## config.mk

```make
export PLATFORM = sky130hd
export DESIGN_NAME = demux_32_bit_buf
export DESIGN_NICKNAME = d
export VERILOG_FILES = /design/src/rtl/demux_32_bit_buf.sv
export SDC_FILE = /design/constraint.sdc
export NUM_CORES = 1
export LEC_CHECK = 0
export BUFFER_PORTS_ARGS = -buffer_cell sky130_fd_sc_hd__buf_2
export CORE_MARGIN = 2
export CORE_UTILIZATION = 35
export DETAILED_ROUTE_END_ITERATION = 7
export PLACE_DENSITY = 0.62
export SKIP_CTS_REPAIR_TIMING = 1
export SLEW_MARGIN = 20
export SYNTH_ARGS = -nofsm -noshare
export SYNTH_HDL_FRONTEND = slang
export SYNTH_SLANG_ARGS = --single-unit
```

## constraint.sdc

```tcl
create_clock -name clk -period 2.75 [get_ports clk]
set_clock_uncertainty 0.15 [all_clocks]
set_input_delay 0.275 -clock clk [delete_from_list [all_inputs] [get_ports clk]]
set_output_delay 0.275 -clock clk [all_outputs]
set_load 0.01 [all_outputs]
```

## src/rtl/demux_32_bit_buf.sv

```systemverilog
// demux_32_bit_buf
// 1-to-2 buffered demultiplexer. A single producer stream is steered by
// in_control into one of two independent FIFOs. Each FIFO has its own
// valid/ready consumer port, so a stalled sink blocks only its own traffic.
//
// Build option: define DEMUX_STATS_EN to add acc0_cnt / acc1_cnt. These are
// saturating 16-bit counters of words accepted into each channel.
module demux_32_bit_buf #(
    parameter int WIDTH = 32,
    parameter int DEPTH = 2
) (
    input  logic             clk,
    input  logic             rst_n,
    input  logic             in_valid,
    input  logic             in_control,
    input  logic [WIDTH-1:0] in_data,
    output logic             in_ready,
    output logic             out0_valid,
    output logic [WIDTH-1:0] out0_data,
    input  logic             out0_ready,
    output logic             out1_valid,
    output logic [WIDTH-1:0] out1_data,
    input  logic             out1_ready,
    output logic             busy
`ifdef DEMUX_STATS_EN
    ,
    output logic [15:0]      acc0_cnt,
    output logic [15:0]      acc1_cnt
`endif
);

    // DEPTH is a power of two, so pointers of this width wrap modulo DEPTH
    // without any explicit compare.
    localparam int PTR_W = (DEPTH > 1) ? $clog2(DEPTH) : 1;
    localparam int CNT_W = $clog2(DEPTH) + 1;

    localparam logic [PTR_W-1:0] PTR_ONE  = PTR_W'(1);
    localparam logic [CNT_W-1:0] CNT_ONE  = CNT_W'(1);
    localparam logic [CNT_W-1:0] CNT_FULL = CNT_W'(DEPTH);

    // Per-channel status gathered from the generate blocks below.
    logic [1:0]       ch_full;
    logic [1:0]       ch_valid;
    logic [1:0]       ch_push;
    logic [1:0]       ch_pop;
    logic [1:0]       sink_ready;
    logic [WIDTH-1:0] ch_data [2];

    // Accepted push this cycle; it lands in exactly one channel.
    logic push;

    assign sink_ready = {out1_ready, out0_ready};

    // The full flag of a channel blocks the producer even if that channel
    // pops on the same edge: there is no push-through when full. in_ready
    // never looks at in_valid.
    assign in_ready = ~ch_full[in_control];
    assign push     = in_valid & in_ready;

    genvar gi;
    generate
        for (gi = 0; gi < 2; gi++) begin : g_chan
            logic [WIDTH-1:0] mem [DEPTH];
            logic [PTR_W-1:0] wr_ptr_reg;
            logic [PTR_W-1:0] rd_ptr_reg;
            logic [CNT_W-1:0] count_reg;
            logic             sel;

            // Channel 0 is selected by in_control == 0, channel 1 by 1.
            assign sel         = (gi == 0) ? ~in_control : in_control;
            assign ch_push[gi] = push & sel;

            // Popping an empty channel is ignored.
            assign ch_pop[gi]   = ch_valid[gi] & sink_ready[gi];
            assign ch_valid[gi] = (count_reg != '0);
            assign ch_full[gi]  = (count_reg == CNT_FULL);

            // The head word is read straight out of storage so a word written
            // at edge k is visible right after that edge; when empty the data
            // port is forced to zero rather than exposing a stale entry.
            assign ch_data[gi] = ch_valid[gi] ? mem[rd_ptr_reg] : '0;

            // Storage write; contents need no reset because they are masked
            // by the valid flag until written.
            always_ff @(posedge clk) begin
                if (ch_push[gi]) begin
                    mem[wr_ptr_reg] <= in_data;
                end
            end

            // Write pointer advances on every accepted push into this channel.
            always_ff @(posedge clk or negedge rst_n) begin
                if (!rst_n) begin
                    wr_ptr_reg <= '0;
                end else if (ch_push[gi]) begin
                    wr_ptr_reg <= wr_ptr_reg + PTR_ONE;
                end
            end

            // Read pointer advances on every pop of a non-empty channel.
            always_ff @(posedge clk or negedge rst_n) begin
                if (!rst_n) begin
                    rd_ptr_reg <= '0;
                end else if (ch_pop[gi]) begin
                    rd_ptr_reg <= rd_ptr_reg + PTR_ONE;
                end
            end

            // Occupancy: push-only grows, pop-only shrinks, both together
            // leave it unchanged.
            always_ff @(posedge clk or negedge rst_n) begin
                if (!rst_n) begin
                    count_reg <= '0;
                end else begin
                    case ({ch_push[gi], ch_pop[gi]})
                        2'b10:   count_reg <= count_reg + CNT_ONE;
                        2'b01:   count_reg <= count_reg - CNT_ONE;
                        default: count_reg <= count_reg;
                    endcase
                end
            end
        end
    endgenerate

    assign out0_valid = ch_valid[0];
    assign out0_data  = ch_data[0];
    assign out1_valid = ch_valid[1];
    assign out1_data  = ch_data[1];

    // Busy whenever any word is still held in either channel.
    assign busy = |ch_valid;

`ifdef DEMUX_STATS_EN
    logic [15:0] acc_cnt [2];

    generate
        for (gi = 0; gi < 2; gi++) begin : g_stats
            logic [15:0] acc_reg;

            // Count accepted pushes on the same edge as the push, holding at
            // all-ones instead of wrapping.
            always_ff @(posedge clk or negedge rst_n) begin
                if (!rst_n) begin
                    acc_reg <= '0;
                end else if (ch_push[gi] && (acc_reg != 16'hFFFF)) begin
                    acc_reg <= acc_reg + 16'd1;
                end
            end

            assign acc_cnt[gi] = acc_reg;
        end
    endgenerate

    assign acc0_cnt = acc_cnt[0];
    assign acc1_cnt = acc_cnt[1];
`endif

endmodule

```

---- Yosys cells after proc, flatten, opt, wreduce, memory -nomap -nowiden ----
Memory sizes are Yosys's and may differ from the RTL's.
Cells that the tools add are included.
storage, ports and cells
  memories kept ........................... 2
  word-level logic and storage cells ...... 45
  RAM bits ................................ 128
  input port bits ......................... 38
  bits in registers ....................... 8
memory list
  memory         depth  width  read ports  clocked after memory_dff  wr ports  line  source
  g_chan[0].mem  2      32     1           0                         1         63    logic [WIDTH-1:0] mem [DEPTH];
  g_chan[1].mem  2      32     1           0                         1         63
operators by class
  $lt $le $gt $ge ......................... 1
  bitwise operators ....................... 7
  muxes and demuxes ....................... 10
  reductions and logical operators ........ 5
  equality and inequality tests ........... 6
  add/sub/neg operators ................... 8
operator list
  operator                                             number
  2-to-1 mux 32 bit                                    2
  equality test 2 bit, second input constant           4
  case mux 2 bit (2 select lines)                      2
  nonzero test 2 bit                                   4
  2-to-1 mux 1 bit                                     6
  bitwise AND 1 bit                                    5
  adder 1 bit, second input constant                   4
  adder 2 x 1 -> 2 bit, second input constant          2
  equality test 2 x 1 -> 1 bit, second input constant  2
  subtractor 2 x 1 -> 2 bit, second input constant     2
  < comparator 1 x 2 -> 1 bit, second input constant   1
  inverter 1 bit                                       2
  OR reduction 2 bit                                   1

---- Longest topological paths before layout ----
Gate-level depths: netlist of run 1.
  depth after elaboration ................. 8
  gate-level depth with buffers ........... 7
  mapped depth without buffers ............ 7

---- Worst setup path after synthesis of run 1 ----
OpenSTA, ideal clock, no wires.
  kind .................................... reg2reg
  start ................................... register g_chan[0].count_reg[0]
  end ..................................... memory g_chan[0].mem[0][0] (enable)
  period minus slack after synthesis ...... 2.645 ns
  required time ........................... 2.179 ns
  data arrival time ....................... 2.074 ns
  path slack .............................. 0.105 ns
  stages on the path, launching flop included .. 4
  path through ............................ dfrtp_1 -> nand2b_1 -> nand3b_2 -> nor2_1
on the way
  cells in the longest elaborated chain, start to end .. 8
RTL lines
  what                                                  line  source
  start, declared                                       66    logic [CNT_W-1:0] count_reg;
  start signal, assigned                                116   2'b10: count_reg <= count_reg + CNT_ONE;
  start signal, assigned                                117   2'b01: count_reg <= count_reg - CNT_ONE;
  start signal, assigned                                118   default: count_reg <= count_reg;
  equality test 2 bit                                   76    assign ch_full[gi] = (count_reg == CNT_FULL);
  2-to-1 mux 1 bit (implied by the code) (2 in series)  57    assign in_ready = ~ch_full[in_control];
  inverter 1 bit                                        57
  bitwise AND 1 bit                                     58    assign push = in_valid & in_ready;
  bitwise AND 1 bit                                     71    assign ch_push[gi] = push & sel;
  2-to-1 mux 1 bit                                      86    if (ch_push[gi]) begin
  2-to-1 mux 1 bit (implied by the code)                87    mem[wr_ptr_reg] <= in_data;
  end, declared                                         63
No other way between the ends. The select of a mux whose other input is x is not followed.

---- Worst setup path after layout of run 1 ----
  start ................................... register g_chan[0].rd_ptr_reg
  end ..................................... output port out0_data[2]
on the way
  cells in the longest elaborated chain, start to end .. 2
RTL lines
  what                    line  source
  start, declared         65    logic [PTR_W-1:0] rd_ptr_reg;
  start signal, assigned  105   rd_ptr_reg <= rd_ptr_reg + PTR_ONE;
  memory (2 x 32 bit)     --
  2-to-1 mux 32 bit       81    assign ch_data[gi] = ch_valid[gi] ? mem[rd_ptr_reg] : '0;
  end, declared           19    output logic [WIDTH-1:0] out0_data,
No other way between the ends.

==> metrics.md, run 1 <==
| Metric | Value |
|---|---|
| Outcome | `complete, no violations` |
| Final cell count without fillers | `about 660` |
| Cell Area, Synth | `0.00528 mm²` |
| Port buffer count | `roughly 110` |
| H-tree depth | `4` |
| Min-Delay Path Class | `input pin to flip-flop` |
| P&R area growth vs syn | `32.1%` |
| Part of the power in registers | `between 30 and 40%` |
| Fmax | `slightly above 0.4 GHz` |
| Synth cell types | `19` |
| Startpoint Class | `flip-flop` |
| Critical-path cell list | `buf_4 > mux2i_1 > nor2_1 > buf_2` |
| Tmin final | `2.43 ns` |
| CP Max Fanout | `24` |
| CP max-delay cell | `dfrtp_2` |
| Routing usage on met2 | `around a fifth` |
| First-pass GRT wire length | `roughly 16 mm` |
| CP bufs+invs | `2` |
| Number of global-route vias before repair | `~2900` |
| Mean Syn Cell Area | `~17 µm²` |
| Internal power | `approximately 5000 µW` |
| # diodes | `0` |
| Layout Nets | `around 500` |
| Setup crit start | `g_chan[0].rd_ptr_reg` |
| Crit path to | `out0_data[2]` |
| Core ar. | `between 0.01 and 0.015 mm²` |
| Worst vdd ir | `0.000459 V` |
| WL per Instance | `between 15 and 20 µm` |
| Sw Share | `between 30% and 40%` |
| Met1 global-route usage | `17.5%` |
| Most common cell after layout, fill and taps aside | `edfxtp_1` |
| Worst R2R End | `g_chan[1].mem[0][21]` |
| Starting density of the core | `approximately 36%` |
| Post-DP HPWL | `around 7 mm` |
| Psw | `2400 µW` |
| RePlAce Congestion | `between 0.7 and 0.8` |
| Final hold slack | `slightly below 0.02 ns` |
| DRC Markers | `0` |
| Unrepaired setup endpoints after global routing | `false` |
| CP Data Required Time | `about 2.3 ns` |
| Top Usage Layer GRT | `met2` |
| CTS tree | `yes` |
| Reg2reg start | `g_chan[1].count_reg[0]` |
| Crit path DAT | `around 2 ns` |
| Initial antenna violation count | `0` |
| Worst-path clk slew | `0.06 ns` |
| Hold_sp | `out0_ready` |
| Final worst slack | `about 0.32 ns` |
| Clock network fraction of total power | `between 30 and 40%` |
| WL final | `~11 mm` |
| Post-synthesis register bit count | `between 100 and 150` |
| IO Count | `~110` |
| Leak Pwr | `about 0.0028 µW` |
| Rel. slew slack | `between 50% and 60%` |
| Most frequent cells in the layout | `edfxtp_1 (128), buf_2 (105), nor2_1 (66)` |
| Total number of vias | `2983` |
| Seq/Total Area, Yosys | `between 70% and 80%` |
| Setup tns final | `0 ns` |
| Delay-heaviest family, CP | `flip-flops` |
| PD cells | `roughly 1100 mW/mm²` |
| GR Layer Usage met3 | `under 10%` |
| R2R depth | `4` |
| Root buf cell | `clkbuf_16` |
| Synth warn | `0` |
| Gate power share | `approximately 30%` |
| Largest net degree at the start of global routing | `33` |
| Syn_nets | `350` |
| Clock sinks | `between 100 and 150` |
| Die Ht | `127 µm` |
| Vias per cell | `roughly 4.5` |
| R2R Setup Slk | `roughly 0.73 ns` |
| Worst skew pair latency | `slightly above 0.4 ns` |
| Max-slew violations | `0` |
| Final Hold Viols | `0` |
| CP Depth | `4` |
| # rows | `44` |
| Fillers | `between 1000 and 1500` |
| Gate Count Post-Synth | `310` |
| Initial drt markers | `roughly 160` |
| Total iterations of the first detailed-routing run | `4` |
| DRT antenna net count | `0` |
| Largest register FFs | `between 100 and 150` |
| Worst slew pin tran | `just over 0.7 ns` |
| GRT overflow | `0` |
| Crit. End Element | `output pin` |
| Max-cap violations | `0` |
| DP Worst Slack | `approximately 0.64 ns` |
| Fin crit share | `about 88%` |
| Layout cells sized above 1 | `between 30% and 40%` |
| CP Class | `flip-flop to output pin` |
| DP Cell Count | `593` |
| Clock buffer depth | `2` |
| GRT Total Usage | `13.5%` |
| Worst path max stage delay | `approximately 0.8 ns` |
| CTS buffer count | `17` |
| Die area | `approximately 0.016 mm²` |
| Die Span X | `approximately 130 µm` |
| Setup violations, final | `0` |
-- power by group through the flow --
stage	registers (µW)	logic [µW]	clock network, µW
6_report	2880	2280	2260
5_1_grt	2920	2500	2400
4_1_cts	2890	2300	2310
3_5_place_dp	2930	2290	0
3_3_place_gp	2920	2270	0
2_1_floorplan	2740	1580	0
-- cell type report --
class | instances | area, µm² | area share (%)
Multi-Input combinational cell | 156 | 1130 | 16.3
Inverter | 4 | 15.0 | 0.215
Timing Repair Buffer | 146 | 941 | 13.5
Sequential cell | 136 | 4050 | 58.1
Tap cell | 184 | 230 | 3.30
Clock buffer | 17 | 425 | 6.10
Clock inverter | 15 | 176 | 2.53
-- cell families (layout without fill, tap and decap cells) --
kind of cell / count (synthesis) / in the layout / share of synthesized area (%)
XOR/XNOR: 10 / 10 / 1.66
adder cells (fa/ha/maj): 2 / 2 / 0.474
buffers and inverters: 18 / 182 / 2.42
flip-flops: 136 / 136 / 76.6
multiplexers: 65 / 65 / 12.4
AND/OR/NAND/NOR: 79 / 79 / 6.45
-- per-layer routing --
layer	wire length, µm	vias to the layer above
li1	-	1430
met1	4940	1465
met2	5070	78
met3	469	10
met4	110	0
met5	0	-
-- tightest hold or removal path, delay by kind of cell --
kind | cells | cell delay (ns)
xor gates and xnor gates | 1 | 0.05
and+or+nand+nor | 1 | 0.13
buffers and inverters | 1 | 0.08
-- cell usage after synthesis --
cell type | instances | area, µm²
ha_1 | 2 | 25.0
mux2i_1 | 64 | 641
dfrtp_1 | 8 | 200
nand2b_1 | 2 | 12.5
inv_1 | 3 | 11.3
buf_6 | 6 | 67.6
nor2_4 | 2 | 22.5
nand2_1 | 1 | 3.75
and2_4 | 2 | 17.5
mux2_2 | 1 | 11.3
nand3_2 | 1 | 10.0
nor2_1 | 70 | 263
buf_4 | 2 | 15.0
xor2_1 | 4 | 35.0
inv_2 | 1 | 3.75
nand3b_2 | 1 | 11.3
buf_2 | 6 | 30.0
xnor2_1 | 6 | 52.6
edfxtp_1 | 128 | 3840
-- worst min path at each step --
stage                                        end  depth (start not counted)
after global placement    g_chan[0].count_reg[1]                          1
after global routing        g_chan[0].rd_ptr_reg                          3
after floorplan           g_chan[0].count_reg[0]                          0
after CTS                   g_chan[0].wr_ptr_reg                          1
final                       g_chan[0].rd_ptr_reg                          3
after detailed placement  g_chan[0].count_reg[1]                          1
-- metrics by stage --
stage / util, % / total power [µW] / cell area [µm²]
6_report: 47.6 / 7420 / 6970
5_1_grt: 47.6 / 7820 / 6970
4_1_cts: 45.3 / 7510 / 6640
2_1_floorplan: - / 4320 / 5280
3_3_place_gp: 41.2 / 5190 / 6040
3_5_place_dp: 41.2 / 5220 / 6040
Note: power is estimated with default switching activity, not from simulation.
==> run 2: changes to the inputs <==
CAP_MARGIN = 30   (was default)
CORE_UTILIZATION = 49   (was 35)
PLACE_DENSITY = 0.8   (was 0.62)
==> run 2 against run 1 <==
Against the previous run: the run now ends with negative hold slack left; sequential share of layout area rose by 0.16 points; first-iteration DRC count grew 15%; cell count decreased by 6.7%; global-route usage is 5.8 points higher; clock power hardly changed; worst setup slack got worse by 0.0085 ns; highest routed layer unchanged.
==> metrics.md, run 2 (synthesized netlist as in run 1, its figures left out) <==
| Metric | Value |
|---|---|
| Outcome | `finished, violations left` |
| Failing checks | `negative hold slack` |
| Tmin final | `roughly 2.4 ns` |
| Crit. End Element | `output pin` |
| CTS buffer count | `17` |
| Sw Share | `approximately a third` |
| P&R area growth vs syn | `31.7%` |
| Psw | `2410 µW` |
| Setup violations, final | `0` |
| # diodes | `0` |
| Internal power | `5070 µW` |
| Rel. slew slack | `a little under two thirds` |
| CP max-delay cell | `dfrtp_2` |
| Min-Delay Path Class | `input pin to asynchronous set/reset pin` |
| Layout Nets | `roughly 510` |
| Leak Pwr | `roughly 0.0028 µW` |
| GRT overflow | `0` |
| First-pass GRT wire length | `between 15 and 20 mm` |
| Worst vdd ir | `about 0.0008 V` |
| Highest Signal Layer | `met4` |
| Clock network fraction of total power | `about 30%` |
| Initial antenna violation count | `0` |
| Initial drt markers | `about 190` |
| Unrepaired setup endpoints after global routing | `false` |
| Vias per cell | `between 5 and 6` |
| Port buffer count | `105` |
| Die Ht | `between 100 and 150 µm` |
| Worst path max stage delay | `between 0.7 and 0.8 ns` |
| Total number of vias | `a little over 3000` |
| Max-cap violations | `0` |
| PD cells | `roughly 1100 mW/mm²` |
| Largest net degree at the start of global routing | `34` |
| CP Data Required Time | `between 2 and 2.5 ns` |
| DRC Markers | `0` |
| IO Count | `106` |
| CP Class | `flip-flop to output pin` |
| Setup tns final | `0 ns` |
| Post-DP HPWL | `between 6 and 7 mm` |
| Final worst slack | `between 0.3 and 0.4 ns` |
| Worst skew pair latency | `approximately 0.5 ns` |
| Worst-path clk slew | `0.06 ns` |
| CTS tree | `yes` |
| Startpoint Class | `flip-flop` |
| Gate power share | `31.4%` |
| CP bufs+invs | `2` |
| Fin util | `between 60% and 70%` |
| Part of the power in registers | `38.3%` |
| H-tree depth | `4` |
| DP Worst Slack | `between 0.6 and 0.7 ns` |
| Starting density of the core | `50.9%` |
| # rows | `37` |
| Crit path DAT | `between 2 and 2.5 ns` |
| Final hold slack | `-0.00849 ns` |
| Root buf cell | `clkbuf_8` |
| Delay-heaviest family, CP | `flip-flops` |
| Worst slew pin tran | `between 0.5 and 0.6 ns` |
| GRT Total Usage | `approximately a fifth` |
| Met2 wire len | `about 5.6 mm` |
| Clock sinks | `about 140` |
| Max-slew violations | `0` |
| Number of global-route vias before repair | `2978` |
| Die Span X | `about 110 µm` |
| DRT antenna net count | `0` |
| Clock buffer depth | `2` |
| Fmax | `about 0.4 GHz` |
| Fin crit share | `approximately 89%` |
| Critical-path cell list | `buf_12 > mux2i_1 > nor2_1 > buf_2` |
| RePlAce Congestion | `approximately 0.76` |
| Final Hold Viols | `6` |
| Total iterations of the first detailed-routing run | `4` |
| CP Max Fanout | `18` |
| Most frequent cells in the layout | `edfxtp_1 (128), buf_2 (105), nor2_1 (66)` |
| WL per Instance | `~18 µm` |
| Met1 wire length | `~4.5 mm` |
| Most common cell after layout, fill and taps aside | `edfxtp_1` |
| Core ar. | `0.0104 mm²` |
| Met3 wire length | `~650 µm` |
| Die area | `approximately 0.012 mm²` |
| WL final | `about 11 mm` |
| Layout cells sized above 1 | `around 33%` |
| Largest register FFs | `about 130` |
run 2: cell count changes in the layout (fill, tap and decap cells not counted):
| cell | before | now |
|---|---|---|
| dlygate4sd3_1 | 33 | 37 |
| clkbuf_16 | 17 | 16 |
| clkinv_1 | 1 | 2 |
| inv_6 | 3 | 1 |
| clkbuf_1 | 0 | 1 |
| clkinv_4 | 3 | 1 |
| clkinvlp_4 | 2 | 3 |
| buf_4 | 6 | 7 |
| clkbuf_8 | 0 | 1 |
| bufinv_16 | 3 | 4 |
| clkinv_2 | 3 | 2 |
run 2: cell type report:
| type | instances | area, µm² |
|---|---|---|
| fillers | 714 | 3420 |
| well taps | 136 | 170 |
| multi-input cells | 156 | 1130 |
| flip-flops and latches | 136 | 4050 |
| inverters | 4 | 15.0 |
| clock buffers | 18 | 418 |
| clock inverters | 13 | 178 |
| repair buffers | 151 | 988 |
run 2: power by group through the flow:
stage / logic (µW) / clock network, µW / registers (µW)
detailed placement: 2300 / 0 / 2890
global placement: 2260 / 0 / 2870
CTS: 2320 / 2300 / 2860
global route: 2550 / 2400 / 2900
finish: 2350 / 2270 / 2860
floorplan: 1580 / 0 / 2740
run 2: path summary, 6_finish.rpt:
| check | start | endpoint | slack (ns) | cells after the start |
|---|---|---|---|---|
| worst max-delay path | g_chan[1].rd_ptr_reg | out1_data[16] | 0.31 | 4 |
| max in group asynchronous | rst_n | g_chan[0].rd_ptr_reg | 2.27 | 2 |
| worst min-delay path | rst_n | g_chan[1].rd_ptr_reg | -0.008 | 2 |
| worst min register to register | g_chan[1].wr_ptr_reg | g_chan[1].wr_ptr_reg | 0.40 | 1 |
| worst max register to register | g_chan[1].count_reg[0] | g_chan[1].mem[1][25] | 0.65 | 4 |
| min in group clk | in_valid | g_chan[0].wr_ptr_reg | 0.07 | 3 |
run 2: metal layers:
layer | GRT usage [%] | up-vias
met5 | 0 | -
met4 | 5.86 | 0
met3 | 7.14 | 11
met2 | 31.2 | 114
met1 | 24.5 | 1518
li1 | - | 1449
run 2: per-stage QoR:
| step | instances | instance area, µm² | total power (µW) |
|---|---|---|---|
| 2_1_floorplan | 310 | 5280 | 4320 |
| 3_3_place_gp | 546 | 5980 | 5130 |
| 3_5_place_dp | 546 | 5980 | 5190 |
| 4_1_cts | 577 | 6580 | 7490 |
| 5_1_grt | 614 | 6950 | 7850 |
| 6_report | 614 | 6950 | 7480 |
==> run 3: changes to the inputs <==
==> constraint.sdc (replaced) <==
create_clock -name clk -period 2.75 [get_ports clk]
set_clock_uncertainty 0.15 [all_clocks]
set_input_delay 0.4125 -clock clk [delete_from_list [all_inputs] [get_ports clk]]
set_output_delay 0.4125 -clock clk [all_outputs]
set_load 0.01 [all_outputs]
==> run 3 against run 2 <==
Against the previous run: the run now ends clean; non-clock buffer count unchanged; clock-buffer cell count did not move; die area is the same; sequential power decreased by 1%; clock power decreased by 2%; flip-flop and latch count is the same; utilization fell by 0.14 points.
==> metrics.md, run 3 (synthesized netlist as in run 1, its figures left out) <==
| Metric | Value |
|---|---|
| Unrepaired setup endpoints after global routing | `false` |
| WL per Instance | `roughly 16 µm` |
| CTS tree | `yes` |
| DRC Markers | `0` |
| IO Count | `around 110` |
| Clock network fraction of total power | `30.0%` |
| GRT overflow | `0` |
| Layout cells sized above 1 | `33.6%` |
| Die area | `roughly 0.012 mm²` |
| RePlAce Congestion | `approximately 0.74` |
| # rows | `37` |
| Worst-path clk slew | `0.06 ns` |
| Rel. slew slack | `just under 60%` |
| Crit path DAT | `between 1.5 and 2 ns` |
| Crit. End Element | `output pin` |
| Most frequent cells in the layout | `edfxtp_1 (128), buf_2 (105), nor2_1 (66)` |
| Sw Share | `32.3%` |
| CP Max Fanout | `18` |
| Clock buffer depth | `2` |
| Psw | `about 2400 µW` |
| PD cells | `~1100 mW/mm²` |
| Worst skew pair latency | `approximately 0.5 ns` |
| Initial antenna violation count | `0` |
| H-tree depth | `4` |
| P&R area growth vs syn | `31.4%` |
| WL final | `between 10 and 15 mm` |
| # diodes | `0` |
| Root buf cell | `clkbuf_8` |
| Total number of vias | `between 3000 and 4000` |
| Post-DP HPWL | `approximately 6.5 mm` |
| Final hold slack | `0.0700 ns` |
| Internal power | `approximately 5000 µW` |
| Port buffer count | `between 100 and 150` |
| Tmin final | `between 2 and 3 ns` |
| Max-slew violations | `0` |
| Layout Nets | `506` |
| Initial drt markers | `roughly 140` |
| Setup tns final | `0 ns` |
| CTS buffer count | `17` |
| Most common cell after layout, fill and taps aside | `edfxtp_1` |
| Fmax | `between 0.3 and 0.4 GHz` |
| R2R Setup Slk | `approximately 0.67 ns` |
| Vias per cell | `4.90` |
| DRT antenna net count | `0` |
| CP Data Required Time | `around 2.2 ns` |
| Leak Pwr | `0.00281 µW` |
| Worst slew pin tran | `around 0.63 ns` |
| Largest register FFs | `128` |
| Die Ht | `approximately 110 µm` |
| Gate power share | `31.9%` |
| CP Class | `flip-flop to output pin` |
| Final Hold Viols | `0` |
| Max-cap violations | `0` |
| Worst vdd ir | `0.000576 V` |
| Largest net degree at the start of global routing | `34` |
| Min-Delay Path Class | `input pin to flip-flop` |
| Startpoint Class | `flip-flop` |
| Part of the power in registers | `around two fifths` |
| Number of global-route vias before repair | `between 2000 and 3000` |
| Outcome | `complete, no violations` |
| Clock sinks | `roughly 140` |
| Die Span X | `between 100 and 150 µm` |
| Fin crit share | `approximately nine tenths` |
| Power, Total | `7390 µW` |
| Starting density of the core | `between 50% and 60%` |
| GRT Total Usage | `17.6%` |
| Setup violations, final | `0` |
| First-pass GRT wire length | `approximately 15 mm` |
| Core ar. | `around 0.010 mm²` |
| Total iterations of the first detailed-routing run | `4` |
## run 3: cell count changes in the layout (fill, tap and decap cells not counted), sizes merged
cell and delta:
buf +4, bufinv -1, dlygate4sd3 -4, inv +2
## run 3: final cells by class
type,instances,area [µm²]
inverters,4,15.0
clock buffers,18,418
repair buffers,151,978
fillers,715,3430
multi-input cells,156,1130
flip-flops and latches,136,4050
well taps,136,170
clock inverters,14,173
## run 3: power by group through the flow
stage	clock network, µW	registers, µW	logic (µW)
after floorplan	0	2740	1580
after global placement	0	2850	2310
after detailed placement	0	2870	2350
after CTS	2250	2830	2360
after global routing	2320	2860	2570
final	2220	2820	2360
## run 3: path summary, 6_finish.rpt
kind | startpoint | to | cells after the start
setup / recovery | g_chan[0].count_reg[0] | out0_data[1] | 4
hold reg to reg | g_chan[1].wr_ptr_reg | g_chan[1].wr_ptr_reg | 1
setup reg to reg | g_chan[0].count_reg[0] | g_chan[0].mem[0][23] | 4
min in group asynchronous | rst_n | g_chan[0].count_reg[0] | 2
hold / removal | out1_ready | g_chan[1].rd_ptr_reg | 3
max in group asynchronous | rst_n | g_chan[1].rd_ptr_reg | 2
## run 3: metrics by stage
step	cell area [µm²]	std cells	util [%]	setup slack [ns]
after detailed placement	6010	550	58.0	0.601
after CTS	6610	582	63.7	0.199
after global placement	6010	550	58.0	0.635
after global routing	6940	615	66.9	0.147
after floorplan	5280	310	-	0.105
final	6940	615	66.9	0.242
## run 3: routing by layer
layer | routed length, µm | share of wire [%] | global-route usage, % | up-vias
li1 | - | - | - | 1444
met1 | 4240 | 42 | 21.9 | 1436
met2 | 5020 | 50 | 29.0 | 120
met3 | 661 | 6.6 | 5.08 | 11
met4 | 96 | 0.96 | 6.78 | 0
met5 | 0 | 0 | 0 | -
## run 3: critical path, cell delays in order, from the launching register on
cell     delay (ns)
dfrtp_1        0.44
nor2_4         0.41
buf_4          0.33
nor2_1         0.11
buf_2          0.15
